<file path="config.mk">
export PLATFORM = sky130hd
export DESIGN_NAME = counter_ctrl
export DESIGN_NICKNAME = d
export VERILOG_FILES = /design/src/rtl/counter_ctrl.sv
export SDC_FILE = /design/constraint.sdc
export NUM_CORES = 1
export LEC_CHECK = 0
export CAP_MARGIN = 20
export CORE_MARGIN = 4
export CORE_UTILIZATION = 35
export CTS_BUF_LIST = sky130_fd_sc_hd__clkbuf_4 sky130_fd_sc_hd__clkbuf_8
export DETAILED_ROUTE_END_ITERATION = 10
export PLACE_DENSITY = 0.62
export RECOVER_POWER = 50
export SETUP_SLACK_MARGIN = 0.4
export SYNTH_ARGS = -nofsm -noshare
export SYNTH_HDL_FRONTEND = slang
export SYNTH_SLANG_ARGS = --single-unit
</file>
<file path="constraint.sdc">
create_clock -name clk -period 5.7 [get_ports clk]
set_clock_uncertainty 0.1 [all_clocks]
set_input_delay 1.14 -clock clk [delete_from_list [all_inputs] [get_ports clk]]
set_output_delay 1.14 -clock clk [all_outputs]
set_load 0.01 [all_outputs]
</file>
<file path="src/rtl/counter_ctrl.sv">
// Command sequencer for the 8-bit latch/div/dec counter: accepts LOAD/DIV/DEC/RUN_DOWN,
// legality-checks against the live count, drives one counter strobe at a time and reports completion.
module counter_ctrl #(
  parameter int WIDTH     = 8,
  parameter int STEP_W    = 8,
  parameter int MAX_STEPS = 255
) (
  input  logic              clk,
  input  logic              reset,
  input  logic              cmd_valid,
  output logic              cmd_ready,
  input  logic [1:0]        cmd_op,
  input  logic [WIDTH-1:0]  cmd_arg,
  input  logic              abort,
  output logic              busy,
  output logic              done,
  output logic              err,
  output logic [WIDTH-1:0]  result,
  output logic [STEP_W-1:0] steps,
  output logic [WIDTH-1:0]  ctr_in,
  output logic              ctr_latch,
  output logic              ctr_div,
  output logic              ctr_dec,
  input  logic [WIDTH-1:0]  ctr_count,
  input  logic              ctr_zero
);

  typedef enum logic [1:0] {S_IDLE, S_EXEC, S_SETTLE, S_DONE} state_t;
  typedef enum logic [1:0] {OP_LOAD, OP_DIV, OP_DEC, OP_RUN} op_t;

  state_t            r_state;
  state_t            w_state_next;
  op_t               r_op;
  logic [WIDTH-1:0]  r_arg;
  logic [STEP_W-1:0] r_step_cnt;
  logic [WIDTH-1:0]  r_result;
  logic [STEP_W-1:0] r_steps;
  logic              r_err;
  logic              w_latch;
  logic              w_div;
  logic              w_dec;
  logic              w_fail;
  logic              w_accept;
  logic              w_at_limit;

  assign w_accept   = (r_state == S_IDLE) && cmd_valid;
  assign w_at_limit = (r_step_cnt == STEP_W'(MAX_STEPS));

  always_comb begin
    w_state_next = r_state;
    w_latch      = 1'b0;
    w_div        = 1'b0;
    w_dec        = 1'b0;
    w_fail       = 1'b0;
    case (r_state)
      S_IDLE: begin
        if (cmd_valid) w_state_next = S_EXEC;
      end
      S_EXEC: begin
        case (r_op)
          OP_LOAD: begin
            w_latch      = 1'b1;
            w_state_next = S_SETTLE;
          end
          OP_DIV: begin
            if (r_arg == '0) begin
              w_fail       = 1'b1;
              w_state_next = S_DONE;
            end else begin
              w_div        = 1'b1;
              w_state_next = S_SETTLE;
            end
          end
          OP_DEC: begin
            if (r_arg > ctr_count) begin
              w_fail       = 1'b1;
              w_state_next = S_DONE;
            end else begin
              w_dec        = 1'b1;
              w_state_next = S_SETTLE;
            end
          end
          default: begin
            // An abort seen here suppresses this cycle's strobe outright
            if ((r_arg == '0) || abort) begin
              w_fail       = 1'b1;
              w_state_next = S_DONE;
            end else if ((ctr_count >= r_arg) && !ctr_zero) begin
              w_dec        = 1'b1;
              w_state_next = S_SETTLE;
            end else begin
              w_state_next = S_DONE;
            end
          end
        endcase
      end
      S_SETTLE: begin
        if (r_op == OP_RUN) begin
          if (abort || (w_at_limit && (ctr_count >= r_arg))) begin
            w_fail       = 1'b1;
            w_state_next = S_DONE;
          end else begin
            w_state_next = S_EXEC;
          end
        end else begin
          w_state_next = S_DONE;
        end
      end
      default: begin
        w_state_next = S_IDLE;
      end
    endcase
  end

  always_ff @(posedge clk or posedge reset) begin
    if (reset) begin
      r_state    <= S_IDLE;
      r_op       <= OP_LOAD;
      r_arg      <= '0;
      r_step_cnt <= '0;
      r_result   <= '0;
      r_steps    <= '0;
      r_err      <= 1'b0;
    end else begin
      r_state <= w_state_next;
      if (w_accept) begin
        r_op       <= op_t'(cmd_op);
        r_arg      <= cmd_arg;
        r_step_cnt <= '0;
      end else if (w_dec && (r_step_cnt != '1)) begin
        r_step_cnt <= r_step_cnt + 1'b1;
      end
      // Completion values are captured on the edge entering DONE and held until the next one
      if ((w_state_next == S_DONE) && (r_state != S_DONE)) begin
        r_result <= ctr_count;
        r_steps  <= r_step_cnt;
        r_err    <= w_fail;
      end
    end
  end

  assign cmd_ready = (r_state == S_IDLE);
  assign busy      = (r_state != S_IDLE);
  assign done      = (r_state == S_DONE);
  assign err       = done && r_err;
  assign result    = r_result;
  assign steps     = r_steps;
  assign ctr_latch = w_latch;
  assign ctr_div   = w_div;
  assign ctr_dec   = w_dec;
  assign ctr_in    = (w_latch || w_div || w_dec) ? r_arg : '0;

endmodule

</file>
==> results.cfg <==
[synthesis]
synth_most_common_cell = dfrtp_1
seq_area_frac_synth = 0.4501
netlist_top_cells_area = dfrtp_1 45%, ha_1 7.9%, mux2_4 7.3%
yosys.area.top_type = dfrtp_1
avgSynthCellArea_um2 = 10.44
ys_ff_latch = 37
syn-num-nets = 233
synth_common_cells = 37 x dfrtp_1, 23 x nand2_1, 14 x inv_1, 14 x nor2_1
ys_warn_count = 0
synth_area_um2 = 2057
synth-main-ff-cell = dfrtp_1
synth_cell_types = 46
synth_top_area_share = 0.4501
synth_edf_count = 0
async_flop_share = 1.000
synthCells = 197

[global_routing]
antenna_found_initial = 0
grt_pass1_wl_mm = 8.045
grt_start_max_net_pins = 38
grt.total_usage = 0.1416
grt_pass1_vias = 1614
grt_remaining_overflow = 0

[critical_path]
critical_path.startpoint = ctr_count[7]
r2r-start = r_arg[0]
cp.required_ns = 4.46
worstPathMaxFanout = 8
worst_setup_path_end_kind = output pin
cp.arrival_ns = 3.84
setup.worst_path.class = input pin to output pin
cp-start-kind = input pin

[pwr]
p_per_area_nw_per_um2 = 476.3
vdd_drop_max_mv = 0.2507
cellLeakagePower_nw = 1.283

[outcome]
violations = capacitance limit, slew limit
status = finished with violations

[clock_network]
cts_buffer_depth = 2
cts_sinks = 37
cts_hold_buf = 0
cts_tree = done
cts_made_buffers = 5
h-tree-depth = 2
cts_setup_buffers = 0
postCtsResizedCells = 0
clk_pin_slew_ns = 0.08
cts_root_buf = clkbuf_8
clk_latency_ns = 0.29

[sta]
fmax_ghz = 0.1967
final_hold_viol_count = 0
tightest_slew_ns = 2.004
slew_viol_final = 38
whs_ns = 0.4049
period_needed_ns = 5.083
timing.setup.tns_ns = 0
setup_violations = 0
fin_crit_sh = 0.8917
slew_headroom = -0.3357
rsz0062_at_grt = no

[drt]
drtIter0Drc = 91
vias = 1634
routedWlPerCell_um = 14.56
drtPass1Iterations = 4
drc = 0
drt_wl_total_mm = 4.760
vias_per_cell = 4.997
ant_nets = 0

[die]
core_um2 = 5608
rows = 27
die_width_um = 84.66
start_util = 0.3668
dieHeight_um = 84.66
dieArea_um2 = 7167
ios = 54

[finish]
fillerInstances = 553
nNetsFinal = 290
syn_to_final_growth_pct = 35.40
drive_gt1_frac = 0.1529
num_antenna_cells = 0

[worst_hold_path]
worstHoldPathType = register to register
hp-start = steps[1]

[placement]
post-dp-hpwl_mm = 3.602
place_congestion = 0.8560
portBuffers = 53

[job]
maxCapViolations = 1
==> worst paths after layout <==
check,end,cells past startpoint,slack [ns]
min reg2reg,steps[1],1,0.40
max reg2reg,steps[4],8,2.58
min in group asynchronous,result[3],3,1.91
max,ctr_in[0],10,0.62
max in group asynchronous,steps[6],3,2.44
min,steps[1],1,0.40
==> stage by stage <==
stage	utilization	std cells	cell area (um^2)	setup slack (ns)	power, mW
floorplan	-	197	2057	1.704	0.8484
global placement	0.4734	319	2655	0.7550	1.076
detailed placement	0.4734	319	2655	0.6877	1.077
CTS	0.4973	327	2789	0.6543	1.354
global route	0.4967	327	2785	0.4328	1.430
finish	0.4967	327	2785	0.6171	1.326
==> cells by family (layout without fill, tap and decap cells) <==
logic type,count (synthesis),in the layout,synth area share
and+or+nand+nor,70,70,0.1794
xor gates and xnor gates,1,1,0.004259
muxes,19,19,0.1210
AOI/OAI and AO/OA,37,37,0.1174
buffers and inverters,20,78,0.04866
DFF,37,37,0.4501
adders and majority gates,13,13,0.07908
==> registers in the layout, summed over array words and instances (netlist names) <==
register    count
r_step_cnt      8
r_arg           8
r_op            2
result          8
steps           8
r_err           1
r_state         2
==> cell usage in the layout (no fill, tap or decap), types with 5 or more instances in the layout <==
cell type         n
mux2_2            7
ha_1             13
inv_1            14
clkdlybuf4s50_1  37
dfrtp_1          37
nor2_1           14
mux2_4           10
o21ai_0          13
a21oi_1           7
clkbuf_8          5
nand2_1          23
nand4_1           5
dlygate4sd3_1    16
==> cell type report <==
| class | count | area, um^2 | share of cell area |
|---|---|---|---|
| inverter | 14 | 52.55 | 0.01887 |
| sequential | 37 | 925.9 | 0.3324 |
| timing repair buffer | 56 | 549.3 | 0.1972 |
| multi-input combinational | 140 | 1033 | 0.3711 |
| clock inverter | 3 | 65.06 | 0.02336 |
| clock buffer | 5 | 68.82 | 0.02471 |
| tap | 72 | 90.09 | 0.03235 |
==> worst max-delay path: stages <==
cell and delay [ns]:
clkdlybuf4s50_1 0.44, ha_1 0.35, nand4_1 0.18, a21oi_1 0.27
o211ai_1 0.14, a21boi_1 0.35, a31oi_1 0.09, buf_4 0.18
nor2b_1 0.15, clkdlybuf4s50_1 0.56
==> per-layer routing <==
metal  wire (um)  global-route usage  up-vias
met1        2359              0.2036      784
li1            -                   -      806
met3         203             0.02846        5
met4          72             0.05180        0
met2        2124              0.2100       39
met5           0                   0        -
==> power by group <==
| group | internal, mW | switching [mW] | total, mW | leakage [nW] |
|---|---|---|---|---|
| Clock | 0.174 | 0.0968 | 0.271 | 0.0681 |
| Combinational | 0.334 | 0.326 | 0.659 | 0.736 |
| Sequential | 0.345 | 0.0515 | 0.396 | 0.479 |
No activity file was read; power rests on OpenSTA's default activity.
